File: src/rtl/pc_redirect_unit_pkg.sv
// pc_redirect_unit_pkg: shared constants, FSM encoding and branch-type codes for the IF-stage PC unit
package pc_redirect_unit_pkg;
  localparam logic [31:0] RESET_PC_DEF = 32'h0040_0000;
  localparam logic [31:0] NOP = 32'h0000_0000;
  typedef enum logic {RUN = 1'b0, PEND = 1'b1} state_t;
  typedef enum logic [2:0] {
    BR_NONE = 3'b000,
    BEQ     = 3'b001,
    BNE     = 3'b010,
    BLEZ    = 3'b011,
    BGTZ    = 3'b100,
    BLTZ    = 3'b101
  } br_type_t;
  function automatic logic [31:0] align4(input logic [31:0] a);
    return {a[31:2], 2'b00};
  endfunction
endpackage

File: src/rtl/pc_redirect_unit_if.sv
// pc_redirect_unit_if: ID/hazard/imem side (master) versus PC unit side (slave)
interface pc_redirect_unit_if;
  logic        stall_i;
  logic        branch_i;
  logic        jump_i;
  logic        jr_i;
  logic [31:0] id_pc_plus4_i;
  logic [31:0] id_imm32_i;
  logic [31:0] jump_target_i;
  logic [31:0] jr_target_i;
  logic        if_ready_i;
  logic [31:0] pc_o;
  logic [31:0] pc_plus4_o;
  logic        ifid_write_o;
  logic        ifid_flush_o;
  logic        redirect_pending_o;
  modport master (
    output stall_i, branch_i, jump_i, jr_i, id_pc_plus4_i, id_imm32_i, jump_target_i, jr_target_i, if_ready_i,
    input  pc_o, pc_plus4_o, ifid_write_o, ifid_flush_o, redirect_pending_o
  );
  modport slave (
    input  stall_i, branch_i, jump_i, jr_i, id_pc_plus4_i, id_imm32_i, jump_target_i, jr_target_i, if_ready_i,
    output pc_o, pc_plus4_o, ifid_write_o, ifid_flush_o, redirect_pending_o
  );
endinterface

File: src/rtl/pc_redirect_unit_next_pc_sel.sv
// next_pc_sel: redirect target with branch > jr > jump priority, word aligned
module next_pc_sel
  import pc_redirect_unit_pkg::*;
(
  input  logic        branch,
  input  logic        jr,
  input  logic [31:0] id_pc_plus4,
  input  logic [31:0] id_imm32,
  input  logic [31:0] jump_target,
  input  logic [31:0] jr_target,
  output logic [31:0] target
);
  logic [31:0] branch_target;
  assign branch_target = id_pc_plus4 + (id_imm32 << 2);
  assign target = align4(branch ? branch_target : jr ? jr_target : jump_target);
endmodule

File: src/rtl/pc_redirect_unit.sv
// pc_redirect_unit: fetch PC register and redirect FSM that parks targets while imem is busy
module pc_redirect_unit
  import pc_redirect_unit_pkg::*;
#(
  parameter logic [31:0] RESET_PC = RESET_PC_DEF
) (
  input logic             clk,
  input logic             reset,
  pc_redirect_unit_if.slave bus
);
  state_t      state;
  logic [31:0] pc;
  logic [31:0] pending_pc;
  logic [31:0] target;
  logic        redirect;
  assign redirect = ~bus.stall_i & (bus.branch_i | bus.jr_i | bus.jump_i);
  next_pc_sel u_sel (
    .branch      (bus.branch_i),
    .jr          (bus.jr_i),
    .id_pc_plus4 (bus.id_pc_plus4_i),
    .id_imm32    (bus.id_imm32_i),
    .jump_target (bus.jump_target_i),
    .jr_target   (bus.jr_target_i),
    .target      (target)
  );
  always_ff @(posedge clk) begin
    if (reset) begin
      pc         <= RESET_PC;
      state      <= RUN;
      pending_pc <= '0;
    end else if (state == RUN) begin
      if (redirect && bus.if_ready_i) pc <= target;
      else if (redirect) begin
        pending_pc <= target;
        state      <= PEND;
      end else if (!bus.stall_i && bus.if_ready_i) pc <= pc + 32'd4;
    end else if (bus.if_ready_i) begin
      pc    <= pending_pc;
      state <= RUN;
    end
  end
  // RUN: stall holds, redirect or missing word flushes, otherwise write; PEND: flush unless stalled
  assign bus.ifid_write_o       = ~reset & (state == RUN) & ~bus.stall_i & ~redirect & bus.if_ready_i;
  assign bus.ifid_flush_o       = reset | (~bus.stall_i & ((state == PEND) | redirect | ~bus.if_ready_i));
  assign bus.redirect_pending_o = ~reset & (state == PEND);
  assign bus.pc_o               = pc;
  assign bus.pc_plus4_o         = pc + 32'd4;
endmodule

File: src/flat_wrapper.sv
// flat-port wrapper written by rule: the top's interface ports become plain ports
module pc_redirect_unit_flat import pc_redirect_unit_pkg::*;
#(
  parameter logic [31:0] RESET_PC = RESET_PC_DEF
)
  (clk, reset, bus_stall_i, bus_branch_i, bus_jump_i, bus_jr_i, bus_id_pc_plus4_i, bus_id_imm32_i, bus_jump_target_i, bus_jr_target_i, bus_if_ready_i, bus_pc_o, bus_pc_plus4_o, bus_ifid_write_o, bus_ifid_flush_o, bus_redirect_pending_o);
  pc_redirect_unit_if bus_i ();
  input logic clk;
  input logic reset;
  input wire logic [$bits(bus_i.stall_i)-1:0] bus_stall_i;
  input wire logic [$bits(bus_i.branch_i)-1:0] bus_branch_i;
  input wire logic [$bits(bus_i.jump_i)-1:0] bus_jump_i;
  input wire logic [$bits(bus_i.jr_i)-1:0] bus_jr_i;
  input wire logic [$bits(bus_i.id_pc_plus4_i)-1:0] bus_id_pc_plus4_i;
  input wire logic [$bits(bus_i.id_imm32_i)-1:0] bus_id_imm32_i;
  input wire logic [$bits(bus_i.jump_target_i)-1:0] bus_jump_target_i;
  input wire logic [$bits(bus_i.jr_target_i)-1:0] bus_jr_target_i;
  input wire logic [$bits(bus_i.if_ready_i)-1:0] bus_if_ready_i;
  output wire logic [$bits(bus_i.pc_o)-1:0] bus_pc_o;
  output wire logic [$bits(bus_i.pc_plus4_o)-1:0] bus_pc_plus4_o;
  output wire logic [$bits(bus_i.ifid_write_o)-1:0] bus_ifid_write_o;
  output wire logic [$bits(bus_i.ifid_flush_o)-1:0] bus_ifid_flush_o;
  output wire logic [$bits(bus_i.redirect_pending_o)-1:0] bus_redirect_pending_o;
  assign bus_i.stall_i = bus_stall_i;
  assign bus_i.branch_i = bus_branch_i;
  assign bus_i.jump_i = bus_jump_i;
  assign bus_i.jr_i = bus_jr_i;
  assign bus_i.id_pc_plus4_i = bus_id_pc_plus4_i;
  assign bus_i.id_imm32_i = bus_id_imm32_i;
  assign bus_i.jump_target_i = bus_jump_target_i;
  assign bus_i.jr_target_i = bus_jr_target_i;
  assign bus_i.if_ready_i = bus_if_ready_i;
  assign bus_pc_o = bus_i.pc_o;
  assign bus_pc_plus4_o = bus_i.pc_plus4_o;
  assign bus_ifid_write_o = bus_i.ifid_write_o;
  assign bus_ifid_flush_o = bus_i.ifid_flush_o;
  assign bus_redirect_pending_o = bus_i.redirect_pending_o;
  pc_redirect_unit #(.RESET_PC(RESET_PC)) u_core (.clk(clk), .reset(reset), .bus(bus_i));
endmodule
File: config.mk
export PLATFORM = sky130hd
export DESIGN_NAME = pc_redirect_unit_flat
export DESIGN_NICKNAME = d
export VERILOG_FILES = /design/src/rtl/pc_redirect_unit_pkg.sv /design/src/rtl/pc_redirect_unit_if.sv /design/src/rtl/pc_redirect_unit_next_pc_sel.sv /design/src/rtl/pc_redirect_unit.sv /design/src/flat_wrapper.sv
export SDC_FILE = /design/constraint.sdc
export NUM_CORES = 1
export LEC_CHECK = 0
export CAP_MARGIN = 30
export CELL_PAD_IN_SITES_DETAIL_PLACEMENT = 1
export CELL_PAD_IN_SITES_GLOBAL_PLACEMENT = 1
export CORE_ASPECT_RATIO = 1.75
export CORE_MARGIN = 3
export CORE_UTILIZATION = 41
export DETAILED_ROUTE_END_ITERATION = 8
export DONT_BUFFER_PORTS = 1
export GPL_TIMING_DRIVEN = 0
export HOLD_SLACK_MARGIN = 0.05
export PLACE_DENSITY_LB_ADDON = 0.1
export SETUP_SLACK_MARGIN = 0.4
export SLEW_MARGIN = 20
export SYNTH_ARGS = -nofsm -noshare
export SYNTH_HDL_FRONTEND = slang
export SYNTH_SLANG_ARGS = --single-unit
export TNS_END_PERCENT = 100
File: constraint.sdc
create_clock -name clk -period 3 [get_ports clk]
set_input_delay 0.75 -clock clk [delete_from_list [all_inputs] [get_ports clk]]
set_output_delay 0.75 -clock clk [all_outputs]
set_load 0.05 [all_outputs]
======== Word level (Yosys, flattened, before mapping) ========
Index checks and enable logic that the tools add are counted.
cells by class
  reductions and logical operators ........ 6
  add/sub/neg operators ................... 2
  bitwise operators ....................... 18
  mux-type cells .......................... 11
  equality and inequality tests ........... 2
operators with widths
  kind                                                    number
  2-to-1 mux 32 bit                                       7
  adder 32 x 3 -> 32 bit (second input constant)          1
  adder 32 bit                                            1
  bitwise AND 1 bit                                       7
  NOT 1 bit                                               6
  AND reduction 3 bit                                     2
  bitwise OR 1 bit                                        5
  2-to-1 mux 1 bit                                        4
  inequality test 3 x 2 -> 1 bit (second input constant)  1
  nonzero test 3 bit                                      1
  logical AND 1 bit                                       2
  inequality test 2 bit (second input constant)           1
  logical NOT 1 bit                                       1
word-level totals
  output and inout port bits .............. 67
  register bits after elaboration ......... 63
  bits of input ports ..................... 135
  word-level logic and storage cells ...... 42

======== Logic depth before layout (Yosys ltp) ========
Gate-level depths: netlist of run 1.
  word-level depth ........................ 7
  gate-level depth with buffers ........... 10
  gate-level depth less buffers ........... 10

======== Modules after synthesis ========
A second synthesis of run 1 with hierarchy kept.
second synthesis, totals
  cell total of the unflattened synthesis .. 861
  area, all modules ....................... 6202.2 µm²
modules (own cells, without submodules)
  module            seq. area each (µm²)  instances  area each (µm²)  cells each
  pc_redirect_unit  1301.2                1          3829.9           514
  next_pc_sel       0.0                   1          2372.3           347

======== Least setup slack after synthesis of run 1 ========
OpenSTA, ideal clock, no wires.
  kind .................................... register to output
  from .................................... register u_core.pc[8] (netlist: u_core.bus.pc_o[8])
  to ...................................... output port bus_pc_plus4_o[28]
  path buffers ............................ 0
  path slack .............................. -363 ps
  data required time ...................... 2250 ps
  arrival time ............................ 2613 ps
  stages on the path, launching flop included .. 6
  cells stage by stage .................... dfxtp_1 nand4_1 nor4_2 and2_1 nand4_1 xnor2_1
on the way
  cells in the longest elaborated chain, start to end .. 1
ends and longest elaborated chain
  element                 RTL line                text
  start, declared         pc_redirect_unit.sv:12  logic [31:0] pc;
  start signal, assigned  pc_redirect_unit.sv:32  if (redirect && bus.if_ready_i) pc <= target;
  start signal, assigned  pc_redirect_unit.sv:36  end else if (!bus.stall_i && bus.if_ready_i) pc <= pc + 32'd4;
  start signal, assigned  pc_redirect_unit.sv:38  pc <= pending_pc;
  adder 32 x 3 -> 32 bit  pc_redirect_unit.sv:47  assign bus.pc_plus4_o = pc + 32'd4;
  end, declared           flat_wrapper.sv:20      output wire logic [$bits(bus_i.pc_plus4_o)-1:0] bus_pc_plus4_o;
Every way passes these cells.

======== Worst setup path in the final report of run 1 ========
  from .................................... register u_core.pc[9] (netlist: u_core.bus.pc_o[9])
  to ...................................... output port bus_pc_plus4_o[28]
The elaborated chain is that of the path after synthesis.

==> results.py, run 1 <==
metrics = {
    "sta": {
        "tightestPinTransition_ns": 1.09,
        "min_period_over_period": 1.05,
        "timing_hold_violations_final": 0,
        "final_max_slew_viol_count": 0,
        "remaining_max_slew_budget_at_the_tightest_pin": 0.267,
        "setup_viol": 11,
        "clock-skew-final_ns": 0.00889,
        "final.setup.worst_slack_ns": -0.163,
        "final.setup.tns_ns": -0.977,
        "grt_setup_unrepaired": "yes",
        "period_minus_slack_ns": 3.16,
        "maxClockFrequency_mhz": 316,
    },
    "job": {
        "cap_viol_max_count": 0,
    },
    "logic_synthesis": {
        "synth-edff-count": 0,
        "synth_fa_ha_area_frac": 0.0715,
        "area_fraction_in_compound_gates_after_synthesis": 0.302,
        "mappedNetlistArea_mm2": 0.00553,
        "postSynthAreaPerCell_um2": 7.21,
        "synthXorXnorAreaFrac": 0.0839,
        "seq_area_frac_synth": 0.221,
        "synth.area.mux_share": 0.0495,
        "synth_cells": 767,
        "synth_flop_cell": "dfxtp_1",
        "area_fraction_in_and_or_nand_and_nor_cells_after_synthesis": 0.222,
        "postSynth.asyncResetShare": 0,
        "netlist-cell-type-count": 62,
        "largest_family_of_logic_cells_by_synthesized_area": "compound AO/OA/AOI/OAI gates",
        "postSynthRegisterBits": 61,
        "yosysWarnings": 0,
    },
    "grt": {
        "global_route.overflow_total": 0,
        "global_route_wire_length_before_repair_mm": 39.6,
        "antenna_found_initial": 0,
        "grt_pass1_vias": 7076,
        "largest_net_degree_at_the_start_of_global_routing": 11,
        "grtUsageTotal": 0.343,
    },
    "cts": {
        "numClockSinks": 61,
        "cts_max_level": 3,
        "cts.hold.buffers_added": 0,
        "cts_buffers": 9,
        "clk_path_buf_depth": 2,
        "tritoncts_clock_tree": "yes",
        "clk_slew_on_worst_s_h_paths_ns": 0.05,
        "clock_insertion_delay_worst_skew_ns": 0.34,
        "cts.root.buffer_cell": "clkbuf_16",
    },
    "die": {
        "rows": 55,
        "floorplan.initialDensity": 0.423,
        "chipHeight_um": 160,
        "floorplan.die.width_um": 93.8,
        "die_area_mm2": 0.0150,
        "floorplan.io_pins": 202,
        "floorplan.core_area_mm2": 0.0131,
    },
    "drt": {
        "drc": 0,
        "drtIter0Drc": 353,
        "wirelength_met1_mm": 10.3,
        "wire_per_inst_um": 26.6,
        "detail_route.wirelength_mm": 27.4,
        "detail_route.vias_per_cell": 6.47,
        "dr.max_layer_used": "met4",
        "drt_first_pass_iters": 5,
        "drt.antenna.violating_nets": 0,
        "met2_routed_wl_mm": 14.4,
        "met3RoutedLength_mm": 1.47,
        "route.vias.total": 6654,
    },
    "power": {
        "total_leakage_power_nw": 3.12,
        "sw_frac_of_total": 0.389,
        "seqPwrFrac": 0.300,
        "worst_ir_drop_vdd_mv": 0.216,
        "share_comb_of_total_power": 0.376,
        "pwr_density_cell_mw_per_mm2": 426,
        "power.internal_w": 0.00211,
        "p_switching_w": 0.00134,
        "power.share.clock": 0.324,
    },
    "placed_design": {
        "detailed_place_hpwl_mm": 19.8,
        "place.port_buffers": 0,
        "gpl.final_weighted_congestion": 0.931,
        "postPlaceCellArea_mm2": 0.00642,
    },
    "finish": {
        "layout.nets": 1018,
        "layout.cells.most_common_list": "a21oi_1 (81), nand2_1 (80), nor2_1 (62)",
        "layout_commonest_cell": "a21oi_1",
        "syn_to_final_growth_pct": 46.4,
        "num_antenna_cells": 0,
        "layout-drive-gt1-share": 0.323,
        "final_area_mm2": 0.00810,
    },
    "worst_setup_path": {
        "cpLargestDelayFamily": "simple AND/OR/NAND/NOR gates",
        "critical_path_buffer_and_inverter_count": 3,
        "slowest_stage_cell_crit_path": "dfxtp_4",
        "critical_path_peak_fanout": 6,
        "timing_worst_setup_path_type": "flip-flop to output port",
        "crit_path_cell_trace": "nand4_1 > buf_6 > nor4_4 > buf_6 > and2_4 > nand4_1 > buf_6 > xnor2_4",
        "worst_path_most_repeated_cell": "buf_6",
        "slowest_delay_ns": 0.50,
        "worst-endpoint-required_ns": 2.25,
        "critical_path.startpoint_type": "flip-flop",
        "worstPathArrival_ns": 2.41,
        "critPathCaptureType": "output port",
    },
    "status": {
        "violations": "negative setup slack",
        "outcome": "finished with violations",
    },
    "min_path": {
        "type_of_the_tightest_min_delay_check": "flip-flop to flip-flop",
    },
}
==> per-stage QoR <==
step | total power [W] | hold WS [ns] | std cells | util | setup slack, ns
after floorplan | 0.00179 | 0.428 | 770 | - | 0.256
after global placement | 0.00203 | 0.438 | 941 | 0.486 | -0.346
final | 0.00345 | 0.459 | 1028 | 0.619 | -0.163
after CTS | 0.00329 | 0.458 | 998 | 0.577 | -0.154
after detailed placement | 0.00206 | 0.450 | 953 | 0.491 | -0.368
after global routing | 0.00357 | 0.478 | 1028 | 0.619 | -0.257
==> layout make-up <==
cell class              instances  area [um^2]
clock buffers                  10          239
plain buffers                  53          320
inverters                      12         45.0
repair buffers                 71          579
flip-flops and latches         61         1310
fillers                      1527         4980
multi-input cells             644         5320
clock inverters                 6         76.3
well taps                     171          214
==> power groups by stage <==
stage,combinational [W],sequential (W),clock (W)
2_1_floorplan,0.000764,0.00102,0
6_report,0.00130,0.00104,0.00112
3_3_place_gp,0.000985,0.00104,0
4_1_cts,0.00115,0.00103,0.00111
3_5_place_dp,0.00102,0.00105,0
5_1_grt,0.00137,0.00104,0.00115
==> worst register-to-register path: stages (launching register included) <==
cell and delay, ns:
dfxtp_4 0.50, nand4_1 0.21, buf_6 0.19, nor4_4 0.14, buf_6 0.18, nand3_4 0.15
buf_4 0.18, nor2_2 0.18, xnor2_4 0.22, a21oi_2 0.16, o211a_1 0.17, o221ai_1 0.10
==> registers in the layout (all words and copies together) (netlist names) <==
signal             flops
u_core.bus.pc_o       30
u_core.pending_pc     30
u_core.state           1
==> layer usage <==
metal,vias up,global-route usage
li1,2969,-
met3,77,0.0504
met5,-,0
met4,0,0.151
met1,3286,0.388
met2,322,0.619
==> Yosys cell counts, types with 3 or more instances <==
library cell,instances,area share
o41ai_2,3,0.0088
xor2_1,18,0.029
a221oi_1,3,0.0048
o22ai_1,6,0.0068
mux2_2,3,0.0061
nand2_1,92,0.062
a21o_1,11,0.015
o21a_1,7,0.0095
inv_1,12,0.0081
o21bai_1,5,0.0068
buf_2,3,0.0027
and4_1,3,0.0048
o211ai_1,12,0.016
nor2b_1,12,0.014
nand4_1,11,0.012
nor3_1,13,0.012
a311oi_1,4,0.0063
nor4_1,3,0.0034
mux2i_1,24,0.043
a221oi_2,3,0.0081
nor2_1,73,0.050
nand3_1,29,0.026
a31oi_1,13,0.015
o21ai_0,49,0.044
a211o_1,4,0.0063
o221ai_1,3,0.0048
a21oi_1,93,0.084
o31ai_1,3,0.0041
a211oi_1,20,0.027
xnor2_1,35,0.055
and3_1,11,0.012
or3_1,10,0.011
buf_4,4,0.0054
clkbuf_1,43,0.029
dfxtp_1,61,0.22
nand2b_1,5,0.0057
ha_1,30,0.068
o21ai_1,4,0.0036
==> repair_timing <==
action / in CTS / in global routing
gates resized for setup: 126 / 76
pin swaps: 50 / 60
buffers inserted: 29 / 30
setup endpoints to repair: 67 / 62
==> cells by family after synthesis <==
group,count (synthesis)
xor gates and xnor gates,53
AOI/OAI and AO/OA,261
other,1
DFF,61
buffers and inverters,65
and+or+nand+nor,268
adders and majority gates,31
muxes,27
==> path summary, 6_finish.rpt <==
| check | from | endpoint | slack [ns] | cells after the start |
|---|---|---|---|---|
| worst min register to register | u_core.pending_pc[9]$_SDFFE_PP0P_ | u_core.pending_pc[9]$_SDFFE_PP0P_ | 0.46 | 2 |
| worst max-delay path | u_core.bus.pc_o[9]$_SDFFE_PP0P_ | bus_pc_plus4_o[28] | -0.16 | 8 |
| worst min-delay path | u_core.pending_pc[9]$_SDFFE_PP0P_ | u_core.pending_pc[9]$_SDFFE_PP0P_ | 0.46 | 2 |
| worst max register to register | u_core.bus.pc_o[9]$_SDFFE_PP0P_ | u_core.bus.pc_o[22]$_SDFFE_PP1P_ | 0.45 | 11 |
(Power assumes the default switching activity.)
==> run 2: changes to the inputs <==
- SKIP_CTS_REPAIR_TIMING: default -> 1
==> run 2 against run 1 <==
Net effect:
- the flow still finishes with violations (negative setup slack)
- cell area fell by 5.0%
- highest routed layer unchanged
- critical path type unchanged
- largest cell class unchanged
- clock skew fell by 0.0018 ns
- sequential cell count did not move
==> results.py, run 2 (synthesis gave the netlist of run 1 again) <==
metrics = {
    "power": {
        "seqPwrFrac": 0.307,
        "sw_frac_of_total": 0.385,
        "total_leakage_power_nw": 2.95,
        "share_comb_of_total_power": 0.364,
        "power.share.clock": 0.329,
        "worst_ir_drop_vdd_mv": 0.220,
        "p_switching_w": 0.00130,
        "pwr_density_cell_mw_per_mm2": 437,
        "power.internal_w": 0.00207,
    },
    "worst_setup_path": {
        "slowest_delay_ns": 0.47,
        "slowest_stage_cell_crit_path": "dfxtp_4",
        "reg2reg_setup_slack_ns": 0.38,
        "worstPathArrival_ns": 2.42,
        "timing_worst_setup_path_type": "flip-flop to output port",
        "critical_path.startpoint_type": "flip-flop",
        "critPathCaptureType": "output port",
        "worst-endpoint-required_ns": 2.25,
        "critical_path_peak_fanout": 7,
        "worst_path_most_repeated_cell": "and3_4",
        "crit_path_cell_trace": "and3_4 > and4_1 > buf_6 > nand4_1 > inv_2 > and3_4 > xor2_4",
    },
    "finish": {
        "final_core_density": 0.589,
        "fillerInstances": 1560,
        "layout-drive-gt1-share": 0.292,
        "num_antenna_cells": 0,
        "layout.nets": 993,
        "layout.cells.most_common_list": "nand2_1 (83), a21oi_1 (80), nor2_1 (66)",
        "syn_to_final_growth_pct": 39.2,
        "layout_commonest_cell": "nand2_1",
        "final_area_mm2": 0.00770,
    },
    "drt": {
        "drc": 0,
        "wire_per_inst_um": 25.9,
        "detail_route.vias_per_cell": 6.45,
        "detail_route.wirelength_mm": 26.0,
        "drt.antenna.violating_nets": 0,
        "route.vias.total": 6467,
        "drt_first_pass_iters": 5,
        "drtIter0Drc": 324,
    },
    "placed_design": {
        "detailed_place_hpwl_mm": 19.8,
        "postPlaceCellArea_mm2": 0.00642,
        "place.port_buffers": 0,
        "gpl.final_weighted_congestion": 0.931,
    },
    "cts": {
        "clk_path_buf_depth": 2,
        "cts.root.buffer_cell": "clkbuf_16",
        "cts_buffers": 9,
        "numClockSinks": 61,
        "cts_max_level": 3,
        "clk_slew_on_worst_s_h_paths_ns": 0.05,
        "tritoncts_clock_tree": "yes",
        "clock_insertion_delay_worst_skew_ns": 0.33,
    },
    "die": {
        "chipHeight_um": 160,
        "die_area_mm2": 0.0150,
        "rows": 55,
        "floorplan.die.width_um": 93.8,
        "floorplan.initialDensity": 0.423,
        "floorplan.io_pins": 202,
        "floorplan.core_area_mm2": 0.0131,
    },
    "job": {
        "cap_viol_max_count": 0,
    },
    "sta": {
        "grt_setup_unrepaired": "yes",
        "period_minus_slack_ns": 3.17,
        "final.setup.tns_ns": -1.16,
        "min_period_over_period": 1.06,
        "remaining_max_slew_budget_at_the_tightest_pin": 0.309,
        "setup_viol": 12,
        "tightestPinTransition_ns": 1.03,
        "clock-skew-final_ns": 0.00710,
        "maxClockFrequency_mhz": 316,
        "final.setup.worst_slack_ns": -0.168,
        "final_max_slew_viol_count": 0,
        "timing_hold_violations_final": 0,
    },
    "grt": {
        "grt_pass1_vias": 6647,
        "largest_net_degree_at_the_start_of_global_routing": 11,
        "antenna_found_initial": 0,
        "grtUsageTotal": 0.322,
        "global_route_wire_length_before_repair_mm": 37.3,
        "global_route.overflow_total": 0,
    },
    "min_path": {
        "type_of_the_tightest_min_delay_check": "flip-flop to flip-flop",
    },
    "status": {
        "outcome": "finished with violations",
        "violations": "negative setup slack",
    },
}
==> run 2: routing by layer <==
layer | part of all wire | GRT usage | wire [um] | vias up
met3 | 0.054 | 0.0467 | 1390 | 48
li1 | - | - | - | 2922
met4 | 0.028 | 0.110 | 735 | 0
met1 | 0.38 | 0.375 | 9760 | 3206
met5 | 0 | 0 | 0 | -
met2 | 0.54 | 0.588 | 14100 | 291
==> run 2: layout make-up <==
class / count / area [um^2] / share of cell area
well taps: 171 / 214 / 0.0278
plain buffers: 53 / 279 / 0.0363
clock buffers: 10 / 239 / 0.0311
repair buffers: 46 / 360 / 0.0468
flip-flops and latches: 61 / 1300 / 0.169
inverters: 12 / 45.0 / 0.00585
multi-input cells: 644 / 5180 / 0.673
clock inverters: 6 / 76.3 / 0.00992
==> run 2: worst paths after layout <==
path                                            from                                 end  cells past startpoint
setup / recovery     u_core.bus.pc_o[4]$_SDFFE_PP0P_                  bus_pc_plus4_o[21]                      7
hold / removal    u_core.pending_pc[19]$_SDFFE_PP0P_  u_core.pending_pc[19]$_SDFFE_PP0P_                      2
setup reg to reg     u_core.bus.pc_o[9]$_SDFFE_PP0P_    u_core.bus.pc_o[20]$_SDFFE_PP0P_                      9
hold reg to reg   u_core.pending_pc[19]$_SDFFE_PP0P_  u_core.pending_pc[19]$_SDFFE_PP0P_                      2
==> run 2: through the flow <==
step | worst slack, ns | total power, W | hold slack, ns | std cells
3_3_place_gp | -0.346 | 0.00203 | 0.438 | 941
3_5_place_dp | -0.368 | 0.00206 | 0.450 | 953
4_1_cts | -0.574 | 0.00316 | 0.458 | 969
2_1_floorplan | 0.256 | 0.00179 | 0.428 | 770
5_1_grt | -0.220 | 0.00349 | 0.487 | 1003
6_report | -0.168 | 0.00337 | 0.461 | 1003
==> run 2: critical path: cells and delay by family, from the launching register on <==
family / cells / cell delay, ns
xor+xnor: 1 / 0.37
buf+inv: 2 / 0.30
flops: 1 / 0.47
simple gates: 4 / 0.93
==> run 2: power by group through the flow <==
stage          Sequential [W]  Combinational (W)  Clock [W]
5_1_grt               0.00104            0.00130    0.00115
3_5_place_dp          0.00105            0.00102          0
3_3_place_gp          0.00104           0.000985          0
4_1_cts               0.00103            0.00102    0.00111
2_1_floorplan         0.00102           0.000764          0
6_report              0.00103            0.00122    0.00111
